## src/rtl/ic_pkg.sv

```systemverilog
// Shared types and constants for the instruction-cache miss handling block.
//   IC_MSHR_SLOTS   : default number of outstanding miss slots
//   ic_mshr_state_t : per-slot lifecycle state
package ic_pkg;

  localparam int unsigned IC_MSHR_SLOTS = 4;

  // Free -> Pend (allocated) -> Req (on bus) -> Issued (accepted) -> Free (fill returned)
  typedef enum logic [1:0] {
    SlotFree   = 2'd0,
    SlotPend   = 2'd1,
    SlotReq    = 2'd2,
    SlotIssued = 2'd3
  } ic_mshr_state_t;

endpackage

```

## src/rtl/ic_mshr_if.sv

```systemverilog
// Memory-side bus between the miss handler and the line-fill memory port.
//   ic_mem_re/ic_mem_addr/ic_mem_xid : read request (held while not accepted)
//   mem_ic_ready                     : request accepted
//   mem_ic_valid/mem_ic_xid          : fill return for a transaction id
// master = miss handler side, slave = memory side.
interface ic_mshr_if #(
  parameter int unsigned ADDR_W = 23,
  parameter int unsigned XID_W  = 2
) ();
  logic              ic_mem_re;
  logic [ADDR_W-1:0] ic_mem_addr;
  logic [XID_W-1:0]  ic_mem_xid;
  logic              mem_ic_ready;
  logic              mem_ic_valid;
  logic [XID_W-1:0]  mem_ic_xid;

  modport master (
    output ic_mem_re, ic_mem_addr, ic_mem_xid,
    input  mem_ic_ready, mem_ic_valid, mem_ic_xid
  );

  modport slave (
    input  ic_mem_re, ic_mem_addr, ic_mem_xid,
    output mem_ic_ready, mem_ic_valid, mem_ic_xid
  );
endinterface

```

## src/rtl/ic_rr_arb.sv

```systemverilog
// Round-robin picker: returns the first requesting index at or after 'start',
// wrapping modulo N (N must be a power of two).
//   req       : request vector
//   start     : first index to consider
//   gnt_valid : some request found
//   gnt_idx   : chosen index
module ic_rr_arb #(
  parameter int unsigned N = 4,
  localparam int unsigned IDX_W = $clog2(N)
) (
  input  logic [N-1:0]     req,
  input  logic [IDX_W-1:0] start,
  output logic             gnt_valid,
  output logic [IDX_W-1:0] gnt_idx
);

  always_comb begin
    logic [IDX_W-1:0] idx;
    gnt_valid = 1'b0;
    gnt_idx   = start;
    idx       = start;
    for (int k = 0; k < int'(N); k++) begin
      // Index arithmetic wraps naturally at IDX_W bits.
      idx = start + IDX_W'(k);
      if (!gnt_valid && req[idx]) begin
        gnt_valid = 1'b1;
        gnt_idx   = idx;
      end
    end
  end

endmodule

```

## src/rtl/ic_mshr.sv

```systemverilog
// Instruction-cache miss status holding registers.
// Tracks up to N_SLOTS outstanding line misses, merges repeat misses, issues
// one registered read request at a time in round-robin order, matches fill
// returns by transaction id and supports a flush that drops in-flight fills.
//   clk, rst                 : clock, synchronous active-high reset
//   miss_valid/miss_addr     : miss request; miss_ack (comb) when merged/allocated
//   full, pend_cnt           : occupancy
//   mem (ic_mshr_if.master)  : memory read request / fill return bus
//   fill_valid/addr/pf       : combinational fill notification
//   flush, flush_busy        : invalidate pulse and drain indicator
//   err_xid                  : sticky unexpected-return error
// Optional feature: define IC_MSHR_PREFETCH_EN to allocate a next-line
// prefetch slot alongside each demand allocation (fill_pf reports it).
module ic_mshr
  import ic_pkg::*;
#(
  parameter int unsigned N_SLOTS = IC_MSHR_SLOTS,
  parameter int unsigned ADDR_W  = 23,
  localparam int unsigned XID_W  = $clog2(N_SLOTS),
  localparam int unsigned CNT_W  = $clog2(N_SLOTS + 1)
) (
  input  logic              clk,
  input  logic              rst,
  input  logic              miss_valid,
  input  logic [ADDR_W-1:0] miss_addr,
  output logic              miss_ack,
  output logic              full,
  output logic [CNT_W-1:0]  pend_cnt,
  ic_mshr_if.master         mem,
  output logic              fill_valid,
  output logic [ADDR_W-1:0] fill_addr,
  output logic              fill_pf,
  input  logic              flush,
  output logic              flush_busy,
  output logic              err_xid
);

  ic_mshr_state_t    slot_state_q [N_SLOTS];
  logic [ADDR_W-1:0] slot_addr_q  [N_SLOTS];
  logic [N_SLOTS-1:0] drop_q, drop_d;

  logic              re_q;
  logic [ADDR_W-1:0] req_addr_q;
  logic [XID_W-1:0]  req_xid_q;
  logic [XID_W-1:0]  rr_ptr_q;
  logic              err_q;
  logic              busy_q;

  logic [N_SLOTS-1:0] free_vec, pend_vec, inflight_vec, match_vec, arb_req;
  logic [XID_W-1:0]   ret_idx, free_idx, gnt_idx;
  logic               ret_hit, ret_err, free_found, gnt_valid;
  logic               open, merge_hit, alloc, load, accept;

  always_comb begin
    ret_idx  = mem.mem_ic_xid;
    ret_hit  = !rst && mem.mem_ic_valid && (slot_state_q[ret_idx] == SlotIssued);
    ret_err  = !rst && mem.mem_ic_valid && (slot_state_q[ret_idx] != SlotIssued);
    free_vec     = '0;
    pend_vec     = '0;
    inflight_vec = '0;
    match_vec    = '0;
    pend_cnt     = '0;
    free_found   = 1'b0;
    free_idx     = '0;
    for (int i = 0; i < int'(N_SLOTS); i++) begin
      free_vec[i]     = (slot_state_q[i] == SlotFree);
      pend_vec[i]     = (slot_state_q[i] == SlotPend);
      inflight_vec[i] = (slot_state_q[i] == SlotReq) || (slot_state_q[i] == SlotIssued);
      // A slot retiring this cycle can no longer absorb a merge.
      match_vec[i]    = !free_vec[i] && !drop_q[i] && (slot_addr_q[i] == miss_addr) &&
                        !(ret_hit && (ret_idx == XID_W'(i)));
      pend_cnt        = pend_cnt + CNT_W'(!free_vec[i]);
      if (!free_found && free_vec[i]) begin
        free_found = 1'b1;
        free_idx   = XID_W'(i);
      end
    end
  end

  // New misses are refused while a flush is requested or still draining.
  assign open      = !rst && !flush && !busy_q;
  assign merge_hit = open && miss_valid && (|match_vec);
  assign alloc     = open && miss_valid && !(|match_vec) && free_found;
  assign miss_ack  = merge_hit || alloc;
  assign full      = ~|free_vec;

  assign fill_valid = ret_hit && !drop_q[ret_idx];
  assign fill_addr  = slot_addr_q[ret_idx];

  always_comb begin
    drop_d = drop_q;
    if (flush) drop_d = drop_d | inflight_vec;
    if (ret_hit) drop_d[ret_idx] = 1'b0;
  end

  // Output registers reload whenever the bus slot is empty or being accepted.
  assign load    = !re_q || mem.mem_ic_ready;
  assign accept  = re_q && mem.mem_ic_ready;
  // Pending slots being flushed this cycle must not be presented.
  assign arb_req = pend_vec & {N_SLOTS{!flush}};

  ic_rr_arb #(
    .N (N_SLOTS)
  ) u_rr_arb (
    .req       (arb_req),
    .start     (rr_ptr_q),
    .gnt_valid (gnt_valid),
    .gnt_idx   (gnt_idx)
  );

`ifdef IC_MSHR_PREFETCH_EN
  logic [N_SLOTS-1:0] pf_q;
  logic [ADDR_W-1:0]  pf_addr;
  logic [XID_W-1:0]   pf_idx;
  logic               pf_found, pf_clash, pf_alloc;

  always_comb begin
    pf_addr  = miss_addr + ADDR_W'(1);
    pf_found = 1'b0;
    pf_idx   = '0;
    pf_clash = 1'b0;
    for (int i = 0; i < int'(N_SLOTS); i++) begin
      if (!free_vec[i] && (slot_addr_q[i] == pf_addr)) pf_clash = 1'b1;
      // Second-lowest free slot: first free one that the demand miss is not taking.
      if (!pf_found && free_vec[i] && (XID_W'(i) != free_idx)) begin
        pf_found = 1'b1;
        pf_idx   = XID_W'(i);
      end
    end
  end

  assign pf_alloc = alloc && pf_found && !pf_clash;
  assign fill_pf  = fill_valid && pf_q[ret_idx];

  always_ff @(posedge clk) begin
    if (rst) begin
      pf_q <= '0;
    end else begin
      for (int i = 0; i < int'(N_SLOTS); i++) begin
        if (alloc && (free_idx == XID_W'(i))) begin
          pf_q[i] <= 1'b0;
        end else if (pf_alloc && (pf_idx == XID_W'(i))) begin
          pf_q[i] <= 1'b1;
        end else if (merge_hit && match_vec[i]) begin
          // Demand caught up with the prefetch: it is a demand fill now.
          pf_q[i] <= 1'b0;
        end
      end
    end
  end
`else
  assign fill_pf = 1'b0;
`endif

  always_ff @(posedge clk) begin
    if (rst) begin
      for (int i = 0; i < int'(N_SLOTS); i++) begin
        slot_state_q[i] <= SlotFree;
        slot_addr_q[i]  <= '0;
      end
      drop_q     <= '0;
      re_q       <= 1'b0;
      req_addr_q <= '0;
      req_xid_q  <= '0;
      rr_ptr_q   <= '0;
      err_q      <= 1'b0;
      busy_q     <= 1'b0;
    end else begin
      for (int i = 0; i < int'(N_SLOTS); i++) begin
        case (slot_state_q[i])
          SlotFree: begin
            if (alloc && (free_idx == XID_W'(i))) begin
              slot_state_q[i] <= SlotPend;
              slot_addr_q[i]  <= miss_addr;
            end
`ifdef IC_MSHR_PREFETCH_EN
            else if (pf_alloc && (pf_idx == XID_W'(i))) begin
              slot_state_q[i] <= SlotPend;
              slot_addr_q[i]  <= pf_addr;
            end
`endif
          end
          SlotPend: begin
            if (flush) begin
              slot_state_q[i] <= SlotFree;
            end else if (load && gnt_valid && (gnt_idx == XID_W'(i))) begin
              slot_state_q[i] <= SlotReq;
            end
          end
          SlotReq: begin
            if (accept && (req_xid_q == XID_W'(i))) slot_state_q[i] <= SlotIssued;
          end
          SlotIssued: begin
            if (ret_hit && (ret_idx == XID_W'(i))) slot_state_q[i] <= SlotFree;
          end
          default: slot_state_q[i] <= SlotFree;
        endcase
      end
      drop_q <= drop_d;
      busy_q <= |drop_d;
      err_q  <= err_q | ret_err;
      if (load) begin
        re_q <= gnt_valid;
        if (gnt_valid) begin
          req_addr_q <= slot_addr_q[gnt_idx];
          req_xid_q  <= gnt_idx;
          rr_ptr_q   <= gnt_idx + XID_W'(1);
        end
      end
    end
  end

  assign mem.ic_mem_re   = re_q;
  assign mem.ic_mem_addr = req_addr_q;
  assign mem.ic_mem_xid  = req_xid_q;
  assign flush_busy      = busy_q;
  assign err_xid         = err_q;

endmodule

```

## src/flat_wrapper.sv

```systemverilog
// flat-port wrapper written by rule: the top's interface ports become plain ports
module ic_mshr_flat import ic_pkg::*;
#(
  parameter int unsigned N_SLOTS = IC_MSHR_SLOTS,
  parameter int unsigned ADDR_W  = 23,
  localparam int unsigned XID_W  = $clog2(N_SLOTS),
  localparam int unsigned CNT_W  = $clog2(N_SLOTS + 1)
)
  (clk, rst, miss_valid, miss_addr, miss_ack, full, pend_cnt, fill_valid, fill_addr, fill_pf, flush, flush_busy, err_xid, mem_ic_mem_re, mem_ic_mem_addr, mem_ic_mem_xid, mem_mem_ic_ready, mem_mem_ic_valid, mem_mem_ic_xid);
  ic_mshr_if #(.ADDR_W(ADDR_W), .XID_W((2))) mem_i ();
  input  logic clk;
  input  logic rst;
  input  logic miss_valid;
  input  logic [ADDR_W-1:0] miss_addr;
  output logic miss_ack;
  output logic full;
  output logic [CNT_W-1:0] pend_cnt;
  output logic fill_valid;
  output logic [ADDR_W-1:0] fill_addr;
  output logic fill_pf;
  input  logic flush;
  output logic flush_busy;
  output logic err_xid;
  output wire logic [$bits(mem_i.ic_mem_re)-1:0] mem_ic_mem_re;
  output wire logic [$bits(mem_i.ic_mem_addr)-1:0] mem_ic_mem_addr;
  output wire logic [$bits(mem_i.ic_mem_xid)-1:0] mem_ic_mem_xid;
  input wire logic [$bits(mem_i.mem_ic_ready)-1:0] mem_mem_ic_ready;
  input wire logic [$bits(mem_i.mem_ic_valid)-1:0] mem_mem_ic_valid;
  input wire logic [$bits(mem_i.mem_ic_xid)-1:0] mem_mem_ic_xid;
  assign mem_ic_mem_re = mem_i.ic_mem_re;
  assign mem_ic_mem_addr = mem_i.ic_mem_addr;
  assign mem_ic_mem_xid = mem_i.ic_mem_xid;
  assign mem_i.mem_ic_ready = mem_mem_ic_ready;
  assign mem_i.mem_ic_valid = mem_mem_ic_valid;
  assign mem_i.mem_ic_xid = mem_mem_ic_xid;
  ic_mshr #(.N_SLOTS(N_SLOTS), .ADDR_W(ADDR_W)) u_core (.clk(clk), .rst(rst), .miss_valid(miss_valid), .miss_addr(miss_addr), .miss_ack(miss_ack), .full(full), .pend_cnt(pend_cnt), .mem(mem_i), .fill_valid(fill_valid), .fill_addr(fill_addr), .fill_pf(fill_pf), .flush(flush), .flush_busy(flush_busy), .err_xid(err_xid));
endmodule
```

## config.mk

```make
export PLATFORM = sky130hd
export DESIGN_NAME = ic_mshr_flat
export DESIGN_NICKNAME = d
export VERILOG_FILES = /design/src/rtl/ic_pkg.sv /design/src/rtl/ic_mshr_if.sv /design/src/rtl/ic_rr_arb.sv /design/src/rtl/ic_mshr.sv /design/src/flat_wrapper.sv
export SDC_FILE = /design/constraint.sdc
export NUM_CORES = 1
export LEC_CHECK = 0
export CAP_MARGIN = 20
export CELL_PAD_IN_SITES_DETAIL_PLACEMENT = 2
export CELL_PAD_IN_SITES_GLOBAL_PLACEMENT = 2
export CORE_AREA = 3 3 169 171
export CTS_CLUSTER_DIAMETER = 40
export DETAILED_ROUTE_END_ITERATION = 10
export DIE_AREA = 0 0 172 174
export PLACE_DENSITY_LB_ADDON = 0.1
export SLEW_MARGIN = 10
export SYNTH_ARGS = -nofsm -noshare
export SYNTH_HDL_FRONTEND = slang
export SYNTH_HIERARCHICAL = 1
export SYNTH_SLANG_ARGS = --single-unit
```

## constraint.sdc

```tcl
create_clock -name clk -period 4.6 [get_ports clk]
set_input_delay 0.46 -clock clk [delete_from_list [all_inputs] [get_ports clk]]
set_output_delay 0.46 -clock clk [all_outputs]
set_load 0.03 [all_outputs]
```

== Word-level counts from Yosys, hierarchy flattened ==
Memories as Yosys holds them, arrays and structs flattened. A register that Yosys moved wholly into a read port is not among the register bits.
Cells that the tools add are included.
Word-level totals
  register bits: 11
  bits in writable memories: 100
  input port bits: 31
  word-level logic and storage cells: 305
  memories: 2
Operators by class
  add/sub/neg operators: 7
  $lt $le $gt $ge: 6
  eq/ne operators: 30
  muxes and demuxes: 135
  bitwise logic cells: 29
  reduce and logical (&&, ||, !) cells: 90
Memories
  u_core.slot_addr_q: depth 4, width 23, rd ports 6, clocked after Yosys merged registers in 1, write ports 4, RTL line ic_mshr.sv:39  | logic [ADDR_W-1:0] slot_addr_q [N_SLOTS];
  u_core.slot_state_q: depth 4, width 2, rd ports 5, clocked after Yosys merged registers in 0, write ports 4, RTL line ic_mshr.sv:38  | ic_mshr_state_t slot_state_q [N_SLOTS];
Operators by type and width (count)
  $mux W1: 98
  $eq A23 B23 Y1: 4
  $mux W23: 4
  $mux W2: 25
  $logic_and A1 B1 Y1: 47
  $eq A2 B2 Y1 const B: 17
  $logic_not A1 Y1: 25
  $or A1 B1 Y1: 25
  $eq A2 B1 Y1 const B: 8
  $logic_not A2 Y1: 8
  $lt A2 B3 Y1 const B: 5
  $reduce_or A4 Y1: 3
  $bmux W1 S2: 5
  $and A4 B4 Y4: 2
  $mux W4: 2
  $add A3 B1 Y3: 2
  $logic_or A1 B1 Y1: 6
  $add A2 B1 Y2 const B: 2
  $add A2 B2 Y2 const B: 2
  $not A4 Y4: 1
  $or A4 B4 Y4: 1
  $add A1 B1 Y2: 1
  $demux W1 S2: 1
  $ge A2 B1 Y1 const B: 1
  other kinds (2): 2

== Depth between registers and ports, before layout ==
An unclocked memory read counts as a cell.
  word-level depth: 25
  gate-level depth with buffers: 14

== Cells and area by module ==
Netlist, hierarchy kept.
By module, submodules not included
  ic_mshr: times used 1, cells an instance 693, area each 7727.4 um^2, seq. area each 3683.5 um^2
  ic_rr_arb: times used 1, cells an instance 16, area each 96.3 um^2, seq. area each 0.0 um^2

== Worst setup path after synthesis ==
No wires, ideal clock.
  path kind: register to register
  from: memory u_core/slot_state_q[1][0] (netlist name)
  to: memory u_core.slot_addr_q[0][0] (enable)
  arrival time: 3.575 ns
  required time: 4.165 ns
  slack: 0.590 ns
  cell stages (with the launch flop): 8
  clock period less this slack: 4.010 ns
  path through: edfxtp_1 -> nor2_1 -> inv_1 -> ha_1 -> or3_1 -> clkbuf_1 -> or2_2 -> o21ai_0
RTL lines (RTL line)
  from (decl): ic_mshr.sv:38
  to (decl): ic_mshr.sv:39

==> impl_results.rst <==
.. list-table::
   :header-rows: 1

   * - Metric
     - Value
   * - Unrepaired setup endpoints after global routing
     - no
   * - TritonRoute pass-1 iters
     - 4
   * - Maximum clock insertion buffer count
     - 2
   * - Clk slew on worst S/H paths
     - 60 ps
   * - Final Instance Count excl. Fillers
     - 1119
   * - Placed wire-length estimate after detailed placement
     - 21370 µm
   * - CTS-repair resized insts
     - 0
   * - Number of core rows
     - 60
   * - Antenna Cells
     - 0
   * - Max-capacitance violation count
     - 0
   * - Int Power
     - 2.506 mW
   * - Pwr Density
     - 375.8 mW/mm²
   * - Pwr Total
     - 3.608 mW
   * - Type of element launching the critical path
     - primary input
   * - Fraction of final layout cells sized beyond drive strength 1
     - 14.65%
   * - Comb power frac
     - 22.7%
   * - Post-synth EDFFs
     - 100
   * - Worst Setup End Kind
     - register
   * - Part of the power in the clock network
     - 37.7%
   * - Core area
     - 0.02703 mm²
   * - Global-route wire length before repair
     - 44510 µm
   * - Async SR Flop Fraction
     - 0%
   * - Most repeated cell in the gate-level netlist after synthesis
     - sky130_fd_sc_hd__nor3_1
   * - Routed len/inst
     - 26.95 µm
   * - Sinks on Clock Net
     - 134
   * - Clock Tree Root
     - sky130_fd_sc_hd__clkbuf_16
   * - Mapped Nets
     - 751
   * - Htree depth
     - 4
   * - Register bit total from synthesis
     - 134
   * - Final Routed Wirelength
     - 30160 µm
   * - Final weighted congestion in routability-driven placement
     - 0.8270
   * - Final setup skew
     - 12.20 ps
   * - Summed instance area of the synthesized netlist
     - 0.007824 mm²
   * - Via count of the first global-routing pass
     - 6618
   * - Number of cells produced by synthesis
     - 709
   * - Number of nets with antenna violations after detailed routing
     - 0
   * - Die area
     - 0.02993 mm²
   * - Static leakage
     - 3.128 nW
   * - Number of port buffers
     - 87
   * - Synth area leaders
     - sky130_fd_sc_hd__edfxtp_1 (38%), sky130_fd_sc_hd__mux4_2 (14%), sky130_fd_sc_hd__dfxtp_1 (8.7%), sky130_fd_sc_hd__xnor2_1 (8.1%), sky130_fd_sc_hd__nor3_1 (6.5%)
   * - Highest metal used
     - met4
   * - Data arrival time at the worst-slack endpoint
     - 3690 ps
   * - Number of hold buffers added after cts
     - 0
   * - CTS buffer count
     - 17
   * - Dominant synthesized flop cell
     - sky130_fd_sc_hd__edfxtp_1
   * - Post-synth top cells
     - sky130_fd_sc_hd__nor3_1 (102), sky130_fd_sc_hd__edfxtp_1 (100), sky130_fd_sc_hd__nand2_1 (89)
   * - Initial DRC count
     - 386
   * - Total negative setup slack
     - 0 ps
   * - Fraction of power spent switching nets
     - 30.55%
   * - Data required time of the critical path
     - 4740 ps
   * - Number of cells after detailed placement
     - 1086
   * - Wire length on met1
     - 13800 µm
   * - Peak clock frequency supported by timing
     - 281.1 MHz
   * - Worst max-slew margin expressed relative to the limit
     - 44.66%
   * - Class of the most critical setup path
     - in2reg
   * - Switch Pwr
     - 1.102 mW
   * - Cell taking the most area after synthesis
     - sky130_fd_sc_hd__edfxtp_1
   * - Worst-Margin Slew
     - 830.1 ps
   * - Clock tree from TritonCTS
     - built
   * - Mean area per synthesized cell
     - 11.03 µm²
   * - Proportion of netlist area held by the largest area contributor
     - 38.38%
   * - Status
     - finished, final reports clean
   * - Length of routed met2 wiring
     - 15100 µm
   * - Final setup slack of the worst path
     - 1043 ps
   * - Top Ports
     - 89
   * - Worst supply voltage drop on vdd
     - 0.1560 mV
   * - Register area share after synthesis
     - 47.08%
   * - Total number of nets in the final design
     - 807
   * - Horiz. Die Dim
     - 172 µm
   * - Via density per instance
     - 5.441
   * - Number of vias in the routed layout
     - 6089
   * - Count of pins over their slew limit
     - 0
   * - Time the worst path needs with I/O delays and setup
     - 3557 ps
   * - Routed wire length on met3
     - 984 µm
   * - Critical path fanouts, max
     - 15
   * - Synth-to-layout area growth
     - 22.74%
   * - Count of synthesis-stage warnings from yosys
     - 6
   * - Global-route usage over all layers
     - 20.38%
   * - Number of antenna violations at the first check in global routing
     - 0
   * - Initial core utilization
     - 28.95%
   * - Post-synthesis cell type count
     - 48
   * - Sequential fraction of design power
     - 39.6%
   * - Number of failing hold endpoints at the final stage
     - 0
   * - Insertion delay of the later-clocked pin in the worst-skew pair
     - 430 ps
   * - Remaining global-route overflow
     - 0
   * - Pin count of the biggest net entering global routing
     - 77
   * - Path class of the lowest-slack min-delay path
     - reg2reg
   * - Height of the chip
     - 174 µm
   * - Final critical-path share of the clock period
     - 77.32%
   * - Number of DRC violations after detailed routing
     - 0
   * - Setup-violating endpoint count in the final report
     - 0
   * - Buffer count from post-CTS setup fixing
     - 0
   * - Pre-CTS setup slack
     - 583.5 ps
-- per-layer routing --
layer / vias to the layer above / track usage, %
met5: - / 0
met4: 0 / 4.192
met3: 19 / 2.684
met2: 149 / 34.55
met1: 3205 / 27.89
li1: 2716 / -
-- logic make-up after synthesis --
logic type	share of synthesized area (%)
XOR/XNOR	10.30
adder cells (fa/ha/maj)	1.855
other	0.04793
flip-flops	47.08
buffers and inverters	4.766
AO/OA/AOI/OAI	5.006
AND/OR/NAND/NOR	17.42
multiplexers	13.53
-- layout make-up --
class                      count  area (µm²)
fill                        2816       17420
multi-input combinational    492        3811
sequential                   134        3684
timing repair buffer         107        1046
clock buffer                  22       495.5
tap                          341       426.7
clock inverter                10       91.34
inverter                      13       48.80
-- critical path: stages --
cell	delay (ps)
sky130_fd_sc_hd__clkdlybuf4s50_1	890
sky130_fd_sc_hd__nor2_1	200
sky130_fd_sc_hd__or3_1	380
sky130_fd_sc_hd__nand4b_1	110
sky130_fd_sc_hd__nand2_1	490
sky130_fd_sc_hd__ha_1	460
sky130_fd_sc_hd__a31oi_1	180
sky130_fd_sc_hd__nor2_1	70
sky130_fd_sc_hd__nor4_1	220
sky130_fd_sc_hd__o21ai_0	210
-- placed cells by master, fill, tap and decap left out, types with 3 or more instances in the layout --
| cell type | count |
|---|---|
| sky130_fd_sc_hd__o21ai_0 | 9 |
| sky130_fd_sc_hd__nand4b_1 | 3 |
| sky130_fd_sc_hd__nor4_1 | 15 |
| sky130_fd_sc_hd__mux4_2 | 47 |
| sky130_fd_sc_hd__clkbuf_16 | 18 |
| sky130_fd_sc_hd__o21bai_1 | 3 |
| sky130_fd_sc_hd__o21ai_2 | 4 |
| sky130_fd_sc_hd__clkbuf_8 | 3 |
| sky130_fd_sc_hd__a21oi_1 | 36 |
| sky130_fd_sc_hd__clkdlybuf4s50_1 | 85 |
| sky130_fd_sc_hd__ha_1 | 10 |
| sky130_fd_sc_hd__xnor2_1 | 72 |
| sky130_fd_sc_hd__or2_2 | 4 |
| sky130_fd_sc_hd__inv_1 | 13 |
| sky130_fd_sc_hd__xor2_1 | 20 |
| sky130_fd_sc_hd__nand3_1 | 4 |
| sky130_fd_sc_hd__nand4_1 | 21 |
| sky130_fd_sc_hd__clkinv_2 | 3 |
| sky130_fd_sc_hd__nand2_1 | 89 |
| sky130_fd_sc_hd__edfxtp_1 | 100 |
| sky130_fd_sc_hd__dfxtp_1 | 34 |
| sky130_fd_sc_hd__a41o_1 | 3 |
| sky130_fd_sc_hd__buf_4 | 19 |
| sky130_fd_sc_hd__nor2_1 | 18 |
| sky130_fd_sc_hd__nor3_1 | 102 |
| sky130_fd_sc_hd__nand2b_1 | 4 |
-- final timing paths --
check | to | from | slack (ps) | cells after the start
max | u_core/slot_state_q[3][0]$_SDFFCE_PP0P_ | flush | 1040 | 10
min | u_core/mem.ic_mem_addr[3]$_SDFFE_PP0P_ | u_core/mem.ic_mem_addr[3]$_SDFFE_PP0P_ | 460 | 2
max reg2reg | u_core/slot_addr_q[0][12]$_SDFFCE_PN0P_ | u_core/slot_addr_q[3][8]$_SDFFCE_PN0P_ | 1260 | 7
min reg2reg | u_core/mem.ic_mem_addr[3]$_SDFFE_PP0P_ | u_core/mem.ic_mem_addr[3]$_SDFFE_PP0P_ | 460 | 2
-- power by group through the flow --
stage	Combinational (mW)	Clock, mW	Sequential [mW]
global placement	0.810	0	1.45
global route	0.872	1.43	1.44
detailed placement	0.817	0	1.45
CTS	0.822	1.39	1.43
finish	0.820	1.36	1.43
floorplan	0.442	0	1.48
-- stage by stage --
stage          area (µm²)  util [%]  hold slack (ps)
3_5_place_dp         8989     33.26            448.7
3_3_place_gp         8989     33.26            446.5
4_1_cts              9575     35.43            457.5
2_1_floorplan        7824         -            490.9
5_1_grt              9603     35.53            482.9
6_report             9603     35.53            456.2
-- sequential cells by signal (all words and copies together), names as in the netlist --
register and cells:
u_core/mem.ic_mem_xid 2, u_core/mem.ic_mem_addr 23, u_core/slot_addr_q 92, u_core/mem.ic_mem_re 1, u_core/drop_q 4, u_core/rr_ptr_q 2, u_core/err_xid 1, u_core/flush_busy 1
u_core/slot_state_q 8
(Power assumes the default switching activity.)
